**config.mk**
```make
export PLATFORM = sky130hd
export DESIGN_NAME = rx_bit_timer
export DESIGN_NICKNAME = d
export VERILOG_FILES = /design/src/rtl/usb_rx_pkg.sv /design/src/rtl/rx_bit_timer.sv
export SDC_FILE = /design/constraint.sdc
export NUM_CORES = 1
export LEC_CHECK = 0
export BUFFER_PORTS_ARGS = -buffer_cell sky130_fd_sc_hd__buf_2
export CORE_AREA = 2 2 39 41
export DETAILED_ROUTE_END_ITERATION = 8
export DIE_AREA = 0 0 41 43
export PLACE_DENSITY_LB_ADDON = 0.1
export SETUP_SLACK_MARGIN = 0.3
export SLEW_MARGIN = 40
export SYNTH_ARGS = -nofsm -noshare
export SYNTH_HDL_FRONTEND = slang
export SYNTH_SLANG_ARGS = --single-unit
```
**constraint.sdc**
```tcl
create_clock -name clk -period 3.3 [get_ports clk]
set_clock_uncertainty 0.05 [all_clocks]
set_input_delay 0.165 -clock clk [delete_from_list [all_inputs] [get_ports clk]]
set_output_delay 0.165 -clock clk [all_outputs]
set_load 0.005 [all_outputs]
```
**src/rtl/usb_rx_pkg.sv**
```systemverilog
// Shared USB receive-path constants and small helpers.
// Timer parameters default to these so every RX block agrees on bit timing.
package usb_rx_pkg;

    localparam int USB_CLKS_PER_BIT    = 8;
    localparam int USB_SAMPLE_POINT    = 4;
    localparam int USB_BITS_PER_BYTE   = 8;
    localparam int USB_MAX_NOEDGE_BITS = 7;

    // Width of a counter that must hold values 0..max_val.
    function automatic int cnt_width(input int max_val);
        return (max_val < 2) ? 1 : $clog2(max_val + 1);
    endfunction

endpackage

```
**src/rtl/rx_bit_timer.sv**
```systemverilog
// USB receive bit timer: tracks bit phase, resyncs on data edges,
// strobes bit samples, counts bits per byte and flags edge starvation.
module rx_bit_timer
    import usb_rx_pkg::*;
#(
    parameter int CLKS_PER_BIT    = USB_CLKS_PER_BIT,
    parameter int SAMPLE_POINT    = USB_SAMPLE_POINT,
    parameter int BITS_PER_BYTE   = USB_BITS_PER_BYTE,
    parameter int MAX_NOEDGE_BITS = USB_MAX_NOEDGE_BITS
) (
    input  logic                               clk,
    input  logic                               n_rst,
    input  logic                               enable_timer,
    input  logic                               d_edge,
    input  logic                               stuff_bit,
    output logic                               shift_enable,
    output logic                               byte_received,
    output logic [$clog2(BITS_PER_BYTE):0]     bit_count,
    output logic                               bit_error
);

    localparam int PW = cnt_width(CLKS_PER_BIT - 1);
    localparam int BW = $clog2(BITS_PER_BYTE) + 1;
    localparam int NW = cnt_width(MAX_NOEDGE_BITS);

    localparam logic [PW-1:0] LAST_PHASE = PW'(CLKS_PER_BIT - 1);
    localparam logic [PW-1:0] SAMPLE_PH  = PW'(SAMPLE_POINT);
    localparam logic [BW-1:0] LAST_BIT   = BW'(BITS_PER_BYTE - 1);
    localparam logic [NW-1:0] NOEDGE_MAX = NW'(MAX_NOEDGE_BITS);

    logic [PW-1:0] phase;
    logic [PW-1:0] phase_next;
    logic [BW-1:0] bit_next;
    logic [NW-1:0] noedge;
    logic [NW-1:0] noedge_next;
    logic          byte_next;
    logic          error_next;
    logic          phase_wrap;

    assign phase_wrap   = (phase == LAST_PHASE);
    assign shift_enable = enable_timer && (phase == SAMPLE_PH) && !stuff_bit;

    // An edge always wins over the wrap, so resync is a single-cycle load.
    always_comb begin
        phase_next = '0;
        if (enable_timer) begin
            if (d_edge) begin
                phase_next = PW'(1);
            end else if (!phase_wrap) begin
                phase_next = phase + PW'(1);
            end
        end
    end

    always_comb begin
        bit_next  = '0;
        byte_next = shift_enable && (bit_count == LAST_BIT);
        if (enable_timer) begin
            bit_next = bit_count;
            if (shift_enable) begin
                bit_next = (bit_count == LAST_BIT) ? '0 : bit_count + BW'(1);
            end
        end
    end

    // Starvation counter saturates at its limit; the error flag is sticky.
    always_comb begin
        noedge_next = '0;
        error_next  = 1'b0;
        if (enable_timer) begin
            noedge_next = noedge;
            if (d_edge) begin
                noedge_next = '0;
            end else if (phase_wrap && noedge != NOEDGE_MAX) begin
                noedge_next = noedge + NW'(1);
            end
            error_next = bit_error || (noedge_next == NOEDGE_MAX);
        end
    end

    always_ff @(posedge clk or negedge n_rst) begin
        if (!n_rst) begin
            phase         <= '0;
            bit_count     <= '0;
            noedge        <= '0;
            byte_received <= 1'b0;
            bit_error     <= 1'b0;
        end else begin
            phase         <= phase_next;
            bit_count     <= bit_next;
            noedge        <= noedge_next;
            byte_received <= byte_next;
            bit_error     <= error_next;
        end
    end

endmodule

```
==> flow_summary.json, run 1 <==
{
  "grt_use_total_pct": 15.82,
  "final_net_count": 82,
  "grt_pass1_vias": 429,
  "clkSinkCount": 12,
  "ys_types": 24,
  "clk_latency_ns": 0.26,
  "die_h_um": 43,
  "cts_tree": "done",
  "yosysTopAreaCell": "dfrtp_1",
  "critPathMaxFanout": 4,
  "tightest_slew_ns": 0.2743,
  "initial_utilization_pct": 44.12,
  "status": "completed",
  "synthToLayoutAreaGrowth_pct": 15.78,
  "fin_area_sq_um": 706.9,
  "worstPathRequired_ns": 3.40,
  "period_share_pct": 50.17,
  "synth-seq-cells": 12,
  "syn_nets": 66,
  "clk_path_buf_depth": 2,
  "final_cells": 85,
  "port_buffers": 11,
  "postRouteAntennaNets": 0,
  "synthTopCellsByArea": "dfrtp_1 (49%), ha_1 (12%), nand2_1 (4.3%)",
  "ir_worst_vdd_mv": 0.1900,
  "syn_inst": 55,
  "place.gp.congestion": 0.6287,
  "cts_root_buffer": "clkbuf_4",
  "met1_length_um": 489,
  "dp_cells": 81,
  "setup_viol": 0,
  "top_layer": "met4",
  "p_leak_nw": 0.3773,
  "htree_levels": 1,
  "clkTransAtPathRegs_ns": 0.07,
  "synth.yosys.seq_area_share_pct": 49.18,
  "netlist_area_sq_um": 610.6,
  "grt_max_degree": 13,
  "grt_first_pass_wirelength_mm": 1.800,
  "die_area_sq_um": 1763,
  "cp_data_arrival_time_ns": 1.76,
  "drt_iter0_markers": 9,
  "yosysWarningCount": 0,
  "multiInputGateArea_sq_um": 280.3,
  "relSlewSlack_pct": 81.48,
  "drive_above_1_share_pct": 26.09,
  "wl_met3_um": 49,
  "rows": 14,
  "slew_violations": 0,
  "synth_top_area_share_pct": 49.18,
  "setup_tns_ns": 0,
  "max-cap-violations": 0,
  "die_x_um": 41,
  "whs_ns": 0.04413,
  "drt-total-wl_mm": 1.035,
  "vias": 458,
  "startpoint_type": "register",
  "post_dp_cell_area_sq_um": 674.4,
  "hp-class": "input pin to register",
  "regArea_sq_um": 300.3,
  "cts_buffers": 3,
  "grt_overflow_total": 0,
  "routed-wl-met2_um": 484,
  "rsz0062_at_grt": "false",
  "dr.pass1.iters": 4,
  "core_area_sq_um": 1384,
  "diodes": 0,
  "ios": 12,
  "power_density_nw_per_um2": 353.9,
  "antenna_found_initial": 0,
  "fin_crit_ns": 1.656,
  "dp_hpwl_um": 779.9,
  "cp-end-kind": "register",
  "num-fill-cells": 128,
  "postCtsSetupBuffers": 0,
  "viasPerCell": 5.388,
  "fin_util_pct": 51.09,
  "report.final.hold_viol_count": 0,
  "route.detailed.drc": 0,
  "crit_type": "register to register",
  "wire_per_inst_um": 12.18,
  "max_freq_mhz": 604.0,
  "avgSynthCellArea_sq_um": 11.10
}
==> logic make-up (layout without fill, tap and decap cells) <==
family / Yosys count / after routing / synth area share (%)
AO/OA/AOI/OAI: 11 / 11 / 12.30
AND/OR/NAND/NOR: 18 / 18 / 18.24
multiplexers: 1 / 1 / 1.639
adder cells (fa/ha/maj): 6 / 6 / 12.29
XOR/XNOR: 1 / 1 / 1.435
buffers and inverters: 6 / 20 / 4.918
flip-flops: 12 / 12 / 49.18
==> power by group <==
group | internal, mW | switching [mW]
Combinational | 0.00577 | 0.00880
Sequential | 0.149 | 0.00135
Clock | 0.0421 | 0.0435
Total | 0.197 | 0.0537
==> cell type report <==
| type | count | area share, % |
|---|---|---|
| Timing Repair Buffer | 12 | 9.204 |
| Multi-Input combinational cell | 37 | 39.65 |
| Clock buffer | 3 | 3.186 |
| Inverter | 5 | 2.655 |
| Tap cell | 16 | 2.832 |
| Sequential cell | 12 | 42.48 |
==> worst paths after layout <==
check	from	end	slack [ns]	cells after the start
setup / recovery	noedge[0]	bit_error	1.64	5
hold / removal	d_edge	bit_error	0.04	2
setup reg to reg	noedge[0]	bit_error	1.64	5
hold reg to reg	phase[0]	phase[0]	0.45	1
max in group asynchronous	n_rst	noedge[1]	2.73	2
min in group asynchronous	n_rst	bit_count[2]	0.26	2
==> state kept, by name, indices dropped and copies added, names as in the netlist <==
| name | flops |
|---|---|
| byte_received | 1 |
| bit_error | 1 |
| noedge | 3 |
| bit_count | 4 |
| phase | 3 |
==> cell usage in the layout, fill, tap and decap left out, types with 2 or more instances in the layout <==
cell type / count
ha_1: 6
and3_2: 2
nand2_1: 7
o21ai_0: 3
inv_1: 5
nor2_1: 2
clkbuf_4: 3
o41ai_1: 2
buf_2: 11
dfrtp_1: 12
==> through the flow <==
stage / setup WS [ns] / power (mW)
2_1_floorplan: 1.780 / 0.1609
3_3_place_gp: 1.709 / 0.1670
3_5_place_dp: 1.645 / 0.1671
4_1_cts: 1.628 / 0.2566
5_1_grt: 1.561 / 0.2634
6_report: 1.644 / 0.2502
==> critical path: stages, from the launching register on <==
cell and delay, ns:
dfrtp_1 0.42, ha_1 0.22, ha_1 0.18, and2b_2 0.25, mux2i_1 0.10, o41ai_1 0.32
==> synthesized netlist by cell type, drive strengths merged <==
library cell	n
o22a	1
nand4b	1
dfrtp	12
and2b	1
mux2i	1
nor2	2
nand3	1
and3	2
nand3b	1
ha	6
nand2	7
a21oi	1
nand2b	1
a21boi	2
o22ai	1
o21ai	3
or3	1
o211ai	1
nor3	1
o41ai	2
buf	1
inv	5
xnor2	1
==> routing by layer <==
layer | vias to the layer above | global-route usage, %
met5 | - | 0
met4 | 0 | 12.00
met3 | 2 | 3.141
met2 | 11 | 21.25
met1 | 223 | 21.36
li1 | 222 | -
==> timing repair <==
item                      in CTS  in global routing
resized for setup              0                  0
hold endpoints to repair      12                  0
hold buffers                   1                  0
No activity file was read; power rests on OpenSTA's default activity.
==> run 2, diff against run 1 <==
CORE_AREA = not set   (was 2 2 39 41)
CORE_MARGIN = 2   (was not set)
CORE_UTILIZATION = 46   (was not set)
DIE_AREA = not set   (was 0 0 41 43)
clock period = 1.5 ns   (was 3.3 ns; I/O delays follow)
==> run 2 against run 1 <==
Effect of this change:
- the flow now finishes with violations (setup timing)
- core utilization up 17 points
- sequential power is 120% higher
- via count grew 4.4%
- hold slack improved by 0.060 ns
- combinational power rose to 3.3 times the previous value
- clock power grew 130%
- register-to-register slack worse by 1.7 ns
- largest cell class is now multi-input combinational cells
- largest power group unchanged
==> flow_summary.json, run 2 (same netlist as run 1, synthesis figures left out) <==
{
  "status": "complete, but fails checks",
  "violations": "setup timing",
  "critPathMaxFanout": 3,
  "max-cap-violations": 0,
  "layout_setup_ws_ns": -0.08539,
  "cp_data_arrival_time_ns": 1.69,
  "r2r_end": "bit_error",
  "drt-total-wl_mm": 1.201,
  "dp_hpwl_um": 849.4,
  "clk_latency_ns": 0.26,
  "r2r_setup_slack_ns": -0.09,
  "largest_reg_flops": 4,
  "regArea_sq_um": 300.3,
  "wire_per_inst_um": 12.91,
  "p_leak_nw": 0.4282,
  "reg2reg_depth": 5,
  "grt_first_pass_wirelength_mm": 1.925,
  "hold_depth": 3,
  "diodes": 0,
  "regMostFlops": "bit_count",
  "viasPerCell": 5.140,
  "layout_common_cells": "dfrtp_1 (12), buf_2 (10), nand2_1 (7)",
  "tightest_slew_ns": 0.2845,
  "cts_tree": "done",
  "cp_common_cell": "ha_2",
  "core_area_sq_um": 1269,
  "grt_max_degree": 13,
  "initial_utilization_pct": 48.13,
  "drt_iter0_markers": 8,
  "layout_commonest_cell": "dfrtp_1",
  "final_net_count": 91,
  "route.detailed.drc": 0,
  "setup_tns_ns": -0.08539,
  "ir_worst_vdd_mv": 0.4338,
  "hp-class": "input pin to register",
  "min_from": "enable_timer",
  "period_share_pct": 105.7,
  "clkTransAtPathRegs_ns": 0.08,
  "cts_root_buffer": "clkbuf_4",
  "report.final.hold_viol_count": 0,
  "worstPathRequired_ns": 1.61,
  "postRouteAntennaNets": 0,
  "crit_slowest_cell": "dfrtp_1",
  "rsz0062_at_grt": "true",
  "synthToLayoutAreaGrowth_pct": 41.19,
  "startpoint_type": "register",
  "place.gp.congestion": 0.7669,
  "largestRegisters": "bit_count x4, noedge x3, phase x3",
  "relSlewSlack_pct": 81.03,
  "r2r_start": "phase[0]",
  "multiInputGateArea_sq_um": 344.1,
  "hold_end": "bit_count[1]",
  "slew_violations": 0,
  "max_stage_delay_ns": 0.40,
  "dr.pass1.iters": 4,
  "ios": 12,
  "die_area_sq_um": 1635,
  "crit_type": "register to register",
  "power_density_nw_per_um2": 663.3,
  "rows": 13,
  "port_buffers": 11,
  "vias": 478,
  "grt_pass1_vias": 463,
  "max_freq_mhz": 630.8,
  "grt_overflow_total": 0,
  "cp-end-kind": "register",
  "die_h_um": 40.43,
  "preCtsSetupSlack_ns": -0.09903,
  "clkSinkCount": 12,
  "grt_use_total_pct": 18.50,
  "num-fill-cells": 107,
  "htree_levels": 1,
  "fin_crit_ns": 1.585,
  "antenna_found_initial": 0,
  "path_cells": "ha_2, ha_2, and2b_2, o22a_1, o41ai_2",
  "clk_path_buf_depth": 2,
  "die_x_um": 40.43,
  "drive_above_1_share_pct": 50.00,
  "setup_viol": 1,
  "cts_buffers": 3
}
==> run 2: layer usage <==
layer,global-route usage (%),up-vias,share of wire [%]
met4,10.00,0,0.67
li1,-,238,-
met1,21.80,232,45
met2,30.16,6,51
met3,5.000,2,2.8
met5,0,-,0
==> run 2: worst max-delay path, delay by kind of cell (launching register included) <==
family,cells,cell delay [ns]
AO/OA/AOI/OAI,2,0.48
AND/OR/NAND/NOR,1,0.22
flip-flops,1,0.40
adder cells (fa/ha/maj),2,0.34
==> run 2: worst max-delay path by stage <==
stage | startpoint | to | slack, ns | depth (start not counted)
finish | phase[0] | bit_error | -0.09 | 5
global route | phase[0] | bit_error | -0.14 | 5
CTS | phase[1] | bit_error | -0.08 | 5
detailed placement | phase[0] | bit_error | -0.1 | 5
global placement | phase[0] | bit_error | -0.001 | 5
floorplan | phase[0] | bit_error | 0.003 | 5
==> run 2: stage by stage <==
step	utilization (%)	instance area, sq um	instances	hold slack [ns]	total power, mW
after floorplan	-	620.6	55	-0.2706	0.3546
after global placement	56.21	713.2	84	-0.08404	0.3705
after detailed placement	56.21	713.2	84	-0.07865	0.3713
after CTS	62.92	798.3	90	-0.03277	0.5679
after global routing	67.95	862.1	93	0.1198	0.5971
final	67.95	862.1	93	0.1043	0.5718
==> run 2: layout make-up <==
cell class | count | share of cell area, %
inverters | 5 | 2.758
clock buffers | 3 | 2.612
well taps | 15 | 2.177
multi-input cells | 37 | 39.91
repair buffers | 21 | 17.71
flip-flops and latches | 12 | 34.83
==> run 2: timing repair <==
action	CTS	global route
buffers inserted	2	2
pin swaps	4	2
setup endpoints to repair	10	11
hold endpoints to repair	13	1
gates resized for setup	8	9
hold buffers	1	1
==> run 2: power breakdown <==
group / switching [mW] / total, mW / internal [mW]
logic: 0.0253 / 0.0483 / 0.0230
registers: 0.00295 / 0.330 / 0.327
clock network: 0.101 / 0.194 / 0.0925
==> run 3, diff against run 2 <==
CORE_AREA = 2 2 39 41   (was not set)
CORE_MARGIN = not set   (was 2)
CORE_UTILIZATION = not set   (was 46)
DIE_AREA = 0 0 41 43   (was not set)
clock period = 2 ns   (was 1.5 ns; I/O delays follow)
==> run 3 against run 2 <==
Effect of this change:
- hold slack worse by 0.0067 ns
- global-route usage is 2.5 points lower
- via count is 6.5% lower
- final area is 15% lower
- critical path type unchanged
- largest power group unchanged
- fmax is 1.8% lower
- count of clock-buffer cells in the layout stayed put
- the run now ends clean
- highest routed layer unchanged
- sequential power is 25% lower
==> flow_summary.json, run 3 (same netlist as run 1, synthesis figures left out) <==
{
  "crit_slowest_cell": "dfrtp_1",
  "fin_area_sq_um": 732.0,
  "die_h_um": 43,
  "max_freq_mhz": 619.3,
  "synthToLayoutAreaGrowth_pct": 19.88,
  "swShare_pct": 21.27,
  "grt_first_pass_wirelength_mm": 1.849,
  "clk_path_buf_depth": 2,
  "vias": 447,
  "p_clk_share_pct": 34.0,
  "grt_use_total_pct": 15.97,
  "dp_hpwl_um": 773.5,
  "report.final.hold_viol_count": 0,
  "combPwrFrac_pct": 6.2,
  "drt-total-wl_mm": 1.013,
  "num-fill-cells": 122,
  "die_area_sq_um": 1763,
  "clk_latency_ns": 0.27,
  "seq_power_share_pct": 59.8,
  "cts_tree": "done",
  "preCtsSetupSlack_ns": 0.3451,
  "rsz0062_at_grt": "false",
  "min_from": "stuff_bit",
  "layout_commonest_cell": "dfrtp_1",
  "postRouteAntennaNets": 0,
  "cp-end-kind": "register",
  "path_cells": "ha_1, ha_1, and2b_2, o22a_1, o41ai_2",
  "p_sw_mw": 0.08803,
  "drive_above_1_share_pct": 28.17,
  "startpoint_type": "register",
  "fin_util_pct": 52.89,
  "fin_crit_ns": 1.615,
  "layout_common_cells": "dfrtp_1 (12), buf_2 (11), nand2_1 (7)",
  "regMostFlops": "bit_count",
  "hp-class": "input pin to register",
  "wire_per_inst_um": 11.64,
  "initial_utilization_pct": 44.12,
  "final_net_count": 84,
  "intPower_mw": 0.3258,
  "r2r_start": "phase[0]",
  "rows": 14,
  "cts_root_buffer": "clkbuf_4",
  "r2r_setup_slack_ns": 0.39,
  "antenna_found_initial": 0,
  "grt_pass1_vias": 441,
  "crit_type": "register to register",
  "diodes": 0,
  "setup_tns_ns": 0,
  "viasPerCell": 5.138,
  "power_density_nw_per_um2": 565.4,
  "layout_setup_ws_ns": 0.3853,
  "relSlewSlack_pct": 83.84,
  "period_share_pct": 80.74,
  "cp_data_arrival_time_ns": 1.73,
  "status": "completed",
  "clkTransAtPathRegs_ns": 0.07,
  "max_stage_delay_ns": 0.40,
  "p_total_mw": 0.4138,
  "largestRegisters": "bit_count x4, noedge x3, phase x3",
  "startpoint": "phase[0]",
  "place.gp.congestion": 0.6289,
  "port_buffers": 11,
  "slew_violations": 0,
  "core_area_sq_um": 1384,
  "max-cap-violations": 0,
  "critPathTopFamily": "compound AO/OA/AOI/OAI gates",
  "clkSinkCount": 12,
  "cts_buffers": 3,
  "setup_viol": 0,
  "hold_end": "byte_received",
  "hold_depth": 3,
  "post_dp_cell_area_sq_um": 674.4,
  "r2r_end": "bit_error",
  "cp_common_cell": "ha_1",
  "tightest_slew_ns": 0.2357,
  "die_x_um": 41,
  "p_leak_nw": 0.3927,
  "critPathMaxFanout": 4,
  "dr.pass1.iters": 1,
  "path_buf_inv": 0,
  "reg2reg_depth": 5,
  "route.detailed.drc": 0,
  "grt_overflow_total": 0,
  "grt_max_degree": 13,
  "worstPathRequired_ns": 2.12,
  "drt_iter0_markers": 0,
  "htree_levels": 1,
  "ios": 12,
  "ir_worst_vdd_mv": 0.3822,
  "largest_reg_flops": 4
}
## run 3: worst max path at each step
stage / end / slack (ns) / cells after the start
floorplan: bit_error / 0.48 / 5
global placement: bit_error / 0.41 / 5
detailed placement: bit_error / 0.35 / 5
CTS: bit_error / 0.33 / 5
global route: bit_error / 0.31 / 5
finish: bit_error / 0.39 / 5
## run 3: timing repair
item,4_1_cts,5_1_grt
endpoints found under the hold margin,13,0
gates resized for setup,0,1
setup buffers,0,1
endpoints found under the setup margin,0,1
hold buffers,2,0
## run 3: final cells by class
class                      instances  area [sq um]  area share (%)
inverter                           5         18.77           2.564
clock buffer                       3         22.52           3.077
multi-input combinational         37         287.8           39.32
sequential                        12         300.3           41.03
tap                               16         20.02           2.735
timing repair buffer              14         82.58           11.28
## run 3: layer usage
metal  vias up  track usage, %  share of wire, %
met4         0           12.00               2.7
met3         4           3.141               4.0
met5         -               0                 0
met2        11           20.31                43
met1       207           22.95                50
li1        225               -                 -
## run 3: worst register-to-register path: cells and delay by family (launching register included)
kind            cells  cell delay, ns
flops               1            0.40
fa+ha+maj           2            0.39
simple gates        1            0.23
compound gates      2            0.45
## run 3: per-stage QoR
| step | hold WS (ns) | std cells |
|---|---|---|
| after floorplan | -0.2456 | 55 |
| after global placement | -0.05183 | 81 |
| after detailed placement | -0.05873 | 81 |
| after CTS | 0.09562 | 86 |
| after global routing | 0.1055 | 87 |
| final | 0.09759 | 87 |
## run 3: power groups by stage
| stage | Sequential, mW | Combinational [mW] | Clock, mW |
|---|---|---|---|
| floorplan | 0.252 | 0.0138 | 0 |
| global placement | 0.252 | 0.0235 | 0 |
| detailed placement | 0.252 | 0.0231 | 0 |
| CTS | 0.247 | 0.0261 | 0.149 |
| global route | 0.248 | 0.0312 | 0.158 |
| finish | 0.247 | 0.0258 | 0.141 |
